`src/rtl/trap_ctrl.sv`:
```
// trap_ctrl: trap initiator for the Mini-RISC-V core.
// Arbitrates ecall / timer / UART requests, drains the pipeline for
// FLUSH_CYCLES, pulses trigger_trap to the CSR file and redirects fetch to
// mtvec. On mret it redirects to mepc and re-arms for the next trap.
// Optional build macro: TRAP_CTRL_TIMER_IRQ_EN adds a free-running timer
// interrupt source of period TIMER_PERIOD (absent when undefined).
module trap_ctrl #(
  parameter int FLUSH_CYCLES = 2,     // 1..15
  parameter int TIMER_PERIOD = 1000   // only used with TRAP_CTRL_TIMER_IRQ_EN
) (
  input  logic        clk,
  input  logic        rst,
  input  logic        ecall,
  input  logic        uart_irq,
  input  logic        irq_en,
  input  logic        mret,
  input  logic        pc_valid,
  input  logic [31:0] pres_addr,
  input  logic [31:0] mtvec,
  input  logic [31:0] mepc,
  output logic        trigger_trap,
  output logic [31:0] trap_epc,
  output logic [31:0] mcause,
  output logic        flush,
  output logic        redirect,
  output logic [31:0] redirect_pc,
  output logic        trapping
);

  localparam logic [31:0] CAUSE_ECALL = 32'h0000_000B;
  localparam logic [31:0] CAUSE_TIMER = 32'h8000_0007;
  localparam logic [31:0] CAUSE_UART  = 32'h8000_000B;

  typedef enum logic [2:0] {
    S_IDLE,
    S_DRAIN,
    S_TRAP,
    S_HANDLER,
    S_RETURN
  } state_e;

  state_e      state_q, state_d;
  logic [3:0]  cnt_q, cnt_d;
  logic        ecall_pend_q, ecall_pend_d;
  logic [31:0] trap_epc_q, trap_epc_d;
  logic [31:0] mcause_q, mcause_d;

  logic        ecall_req;
  logic        timer_req;
  logic        uart_req;
  logic        any_req;
  logic        accept;
  logic        ecall_take;
  logic [31:0] cause;

  // Request arbitration: ecall > timer > UART. UART is a live level only.
  assign ecall_req  = ecall_pend_q | ecall;
  assign uart_req   = irq_en & uart_irq;
  assign any_req    = ecall_req | timer_req | uart_req;
  assign accept     = (state_q == S_IDLE) & pc_valid & any_req;
  assign ecall_take = accept & ecall_req;
  assign cause      = ecall_req ? CAUSE_ECALL :
                      timer_req ? CAUSE_TIMER : CAUSE_UART;

`ifdef TRAP_CTRL_TIMER_IRQ_EN
  localparam int TW = (TIMER_PERIOD > 1) ? $clog2(TIMER_PERIOD) : 1;

  logic [TW-1:0] tmr_q, tmr_d;
  logic          timer_pend_q, timer_pend_d;
  logic          tmr_wrap;
  logic          timer_take;

  assign tmr_wrap   = (tmr_q == TW'(TIMER_PERIOD - 1));
  assign timer_take = accept & ~ecall_req & timer_req;
  assign timer_req  = irq_en & timer_pend_q;

  // Timer next state: wrap sets the pending flag; a fresh wrap beats a clear.
  always_comb begin
    tmr_d        = tmr_wrap ? '0 : tmr_q + 1'b1;
    timer_pend_d = tmr_wrap | (timer_pend_q & ~timer_take);
  end

  // Timer registers.
  always_ff @(posedge clk) begin
    if (rst) begin
      tmr_q        <= '0;
      timer_pend_q <= 1'b0;
    end else begin
      tmr_q        <= tmr_d;
      timer_pend_q <= timer_pend_d;
    end
  end
`else
  logic unused_timer_period;

  assign timer_req           = 1'b0;
  assign unused_timer_period = ^TIMER_PERIOD;
`endif

  // Next-state and output decode for the trap sequence.
  always_comb begin
    // NOTE: every signal gets a default before the case so no path leaves it
    // unassigned; a missing default here would infer a latch.
    state_d      = state_q;
    cnt_d        = cnt_q;
    trap_epc_d   = trap_epc_q;
    mcause_d     = mcause_q;
    ecall_pend_d = (ecall_pend_q | ecall) & ~ecall_take;
    flush        = 1'b0;
    trigger_trap = 1'b0;
    redirect     = 1'b0;
    redirect_pc  = '0;
    trapping     = 1'b0;

    case (state_q)
      S_IDLE: begin
        if (accept) begin
          trap_epc_d = pres_addr;
          mcause_d   = cause;
          cnt_d      = 4'(FLUSH_CYCLES - 1);
          state_d    = S_DRAIN;
        end
      end
      S_DRAIN: begin
        flush = 1'b1;
        if (cnt_q == 4'd0) begin
          state_d = S_TRAP;
        end else begin
          cnt_d = cnt_q - 4'd1;
        end
      end
      S_TRAP: begin
        trigger_trap = 1'b1;
        flush        = 1'b1;
        trapping     = 1'b1;
        redirect     = 1'b1;
        redirect_pc  = mtvec;
        state_d      = S_HANDLER;
      end
      S_HANDLER: begin
        trapping = 1'b1;
        if (mret) begin
          state_d = S_RETURN;
        end
      end
      S_RETURN: begin
        redirect    = 1'b1;
        redirect_pc = mepc;
        flush       = 1'b1;
        state_d     = S_IDLE;
      end
      default: begin
        state_d = S_IDLE;
      end
    endcase
  end

  // State, drain counter, pending ecall and captured trap info.
  always_ff @(posedge clk) begin
    // NOTE: sequential state uses non-blocking assignments so every register
    // samples the pre-edge values regardless of statement order.
    if (rst) begin
      state_q      <= S_IDLE;
      cnt_q        <= 4'd0;
      ecall_pend_q <= 1'b0;
      trap_epc_q   <= '0;
      mcause_q     <= '0;
    end else begin
      state_q      <= state_d;
      cnt_q        <= cnt_d;
      ecall_pend_q <= ecall_pend_d;
      trap_epc_q   <= trap_epc_d;
      mcause_q     <= mcause_d;
    end
  end

  assign trap_epc = trap_epc_q;
  assign mcause   = mcause_q;

endmodule
```
`config.mk`:
```
export PLATFORM = sky130hd
export DESIGN_NAME = trap_ctrl
export DESIGN_NICKNAME = d
export VERILOG_FILES = /design/src/rtl/trap_ctrl.sv
export SDC_FILE = /design/constraint.sdc
export NUM_CORES = 1
export LEC_CHECK = 0
export ABC_AREA = 1
export CAP_MARGIN = 20
export CELL_PAD_IN_SITES_DETAIL_PLACEMENT = 0
export CELL_PAD_IN_SITES_GLOBAL_PLACEMENT = 1
export CORE_ASPECT_RATIO = 1.4
export CORE_UTILIZATION = 21
export CTS_CLUSTER_SIZE = 10
export DETAILED_ROUTE_END_ITERATION = 16
export PLACE_DENSITY = 0.91
export SLEW_MARGIN = 10
export SYNTH_ARGS = -nofsm -noshare
export SYNTH_HDL_FRONTEND = slang
export SYNTH_SLANG_ARGS = --single-unit
```
`constraint.sdc`:
```
create_clock -name clk -period 1.8 [get_ports clk]
set_input_delay 0.36 -clock clk [delete_from_list [all_inputs] [get_ports clk]]
set_output_delay 0.36 -clock clk [all_outputs]
set_load 0.1 [all_outputs]
```
==> results.md, run 1 <==
- Status: complete, but fails checks
- Violated checks: setup timing
- Number of I/O pins: 203
- Worst setup EP type: output pin
- Average cell area after synthesis: 6.79 µm²
- Min setup slack post-route: -0.00450 ns
- Slew Viols, Final: 0
- Maximum root-to-sink buffer count: 2
- Antenna violations before repair: 0
- Hold Buf Count CTS: 0
- Vias post-DR: 2804
- Vias in the first global route: 2631
- Largest net degree at the start of global routing: 35
- DRC: 0
- Period utilization: 1.00
- Synthesized area: 0.00245 mm²
- Most frequent cells in the layout: 102 x clkdlybuf4s50_1, 74 x buf_12, 53 x nor2_1
- Antenna cells: 0
- Clock latency on the worst-skew pair: 0.28 ns
- Sequential area share after synthesis: 0.343
- Most frequent CP cell: nand2_2
- RSZ-0062 raised after global routing: yes
- Critical path launch point: state_q[0]
- Via density: 4.11
- Grt total ovfl: 0
- Tmin final: 1.80 ns
- Clock sinks: 42
- Distinct cells, synth: 25
- Crit path depth: 7
- #FFs+latches synth: 42
- HP Start: cnt_q[1]
- Layout Cells excl Fill: 682
- Buffers & Inverters on Critical Path: 3
- Antenna viol nets, final: 0
- Arrival time worst endpoint: 1.44 ns
- Clock-pin transition on the worst setup and hold timing paths: 0.06 ns
- Pwr Density: 853 mW/mm²
- Count of input and output buffers: 174
- Avg WL per Cell: 12.9 µm
- CP Class: reg2out
- Largest cells by area after synthesis: dfxtp_1 34%, o21ai_0 9.8%, buf_4 9.2%, nor2_1 8.3%, nand2_1 8.0%
- CP startpoint kind: flop
- Most common cell after layout, fill and taps aside: clkdlybuf4s50_1
- Drt total wl: 8810 µm
- CTS tree: built
- R2R cell count: 8
- Standby leakage power: 2.38 nW
- Achievable Freq: 0.554 GHz
- Reg2reg setup slack: 0.31 ns
- H-tree levels: 2
- DRT Pass-1 Iters: 4
- Max cap viols: 0
- PnR Total Power: 4.82 mW
- Worst VDD drop: 0.000589 V
- Post-synth top area cell: dfxtp_1
- DIE WIDTH: 93.3 µm
- Cells along the critical path: nor2_4, nand2_2, clkinv_4, clkbuf_16, nand2_2, o21ai_2, buf_12
- Die H: 130 µm
- Die ar.: 0.0121 mm²
- CP required: 1.44 ns
- CP Max Fanout: 8
- Root Buffer Master: clkbuf_16
- Number of cell rows: 46
- Dpl cells: 668
- Slowest stage delay, CP: 0.34 ns
- Initial DRC count: 61
- RePlAce Congestion: 0.749
- GRT Overall Usage: 0.130
- Finish-stage setup viols: 4
- Top cell type's share of synthesized area: 0.343
- Fin. Hold Viols: 0
- Worst slew pin tran: 0.510 ns
- Synth-to-layout area growth: 130%
- Core area: 0.0113 mm²
- Reg2reg end: trap_epc[11]
- Yosys warnings: 0
- Num CTS Buffers: 5
- Hold depth: 2
- # nets final: 643
- Rel. slew slack: 0.660
- Slowest cell on crit path: dfxtp_2
- Final Skew: 0.00612 ns
- Worst Hold Path EP: cnt_q[1]
- # fillers: 1000
- Top delay family on crit path: buffers and inverters
- Hold Crit Class: reg2reg
- Fin area: 0.00565 mm²
- DP Wirelength: 6770 µm
- First-pass GRT wire length: 12500 µm
- Placed Instance Area: 0.00533 mm²
- Share of cells above drive strength 1: 0.359
- Initial core utilization: 0.216
- Post-Syn Instances: 361
- Worst r2r src: state_q[0]
power by group:
part | internal (mW) | switching (mW)
registers | 1.05 | 0.123
logic | 0.970 | 1.83
clock network | 0.506 | 0.342
total | 2.53 | 2.29
how the worst max path moves through the flow:
stage	slack, ns	end
5_1_grt	-0.06	redirect_pc[25]
2_1_floorplan	-0.19	redirect_pc[22]
3_5_place_dp	0.01	trap_epc[1]
3_3_place_gp	0.03	trap_epc[1]
6_report	-0.004	redirect_pc[22]
4_1_cts	-0.07	redirect_pc[19]
state kept, by name, indices dropped and copies added (netlist names):
| name | flops |
|---|---|
| mcause | 2 |
| trap_epc | 32 |
| state_q | 3 |
| cnt_q | 4 |
| ecall_pend_q | 1 |
worst reg2reg max path: stages (launching register included):
cell and delay [ns]:
dfxtp_2 0.34, nor2_4 0.12, buf_4 0.11, buf_4 0.12, nand3_4 0.08, a21oi_4 0.19, inv_4 0.21, nor2_2 0.16
nor2_1 0.06
cell usage after synthesis:
master     n
nor2_1    54
nand2_1   52
o21ai_0   48
inv_1     43
dfxtp_1   42
buf_4     30
nor2_2    30
o21ai_1   17
nand3_1    9
buf_6      6
buf_2      5
clkbuf_1   5
a21oi_1    3
ha_1       2
inv_2      2
nand2_2    2
nor2_4     2
nor3_1     2
a21o_1     1
a21oi_4    1
conb_1     1
inv_4      1
nand3_4    1
o211ai_1   1
or2_0      1
cell type report:
| type | count | area [µm²] | share of cell area |
|---|---|---|---|
| timing repair buffer | 189 | 2680 | 0.474 |
| multi-input combinational | 254 | 1630 | 0.289 |
| sequential | 42 | 843 | 0.149 |
| inverter | 46 | 180 | 0.0319 |
| tap | 144 | 180 | 0.0319 |
| clock buffer | 6 | 129 | 0.0228 |
| clock inverter | 1 | 7.51 | 0.00133 |
logic make-up after synthesis:
logic type                 share of synthesized area
AOI/OAI and AO/OA                              0.152
adders and majority gates                     0.0102
buffers and inverters                          0.209
DFF                                            0.343
other                                        0.00153
and+or+nand+nor                                0.285
metrics by stage:
stage,TNS (ns),util,hold slack (ns),setup slack (ns)
detailed placement,0,0.470,0.504,0.0144
global route,-0.853,0.498,0.545,-0.0634
finish,-0.0113,0.498,0.505,-0.00450
CTS,-1.86,0.486,0.514,-0.0746
floorplan,-4.50,-,0.429,-0.186
global placement,0,0.470,0.488,0.0326
metal layers:
metal | GRT usage | vias up | wire length (µm)
met5 | 0 | - | 0
met4 | 0.0308 | 0 | 95
met3 | 0.0513 | 9 | 957
met2 | 0.253 | 136 | 4900
met1 | 0.126 | 1252 | 2850
li1 | - | 1407 | -
what timing repair did:
item / 4_1_cts / 5_1_grt
pin swaps: 0 / 0
gates cloned: 1 / 3
endpoints found under the setup margin: 34 / 34
resized for setup: 11 / 19
buffers inserted: 0 / 3
Note: power is estimated with default switching activity, not from simulation.
==> run 2, diff against run 1 <==
--- a/config.mk
+++ b/config.mk
@@ -14,7 +14,7 @@
 export CTS_CLUSTER_SIZE = 10
 export DETAILED_ROUTE_END_ITERATION = 16
 export PLACE_DENSITY = 0.91
-export SLEW_MARGIN = 10
+export SLEW_MARGIN = 20
 export SYNTH_ARGS = -nofsm -noshare
 export SYNTH_HDL_FRONTEND = slang
 export SYNTH_SLANG_ARGS = --single-unit
==> results of run 2 <==
No change in the layout: final DEF, timing and power equal those of run 1.
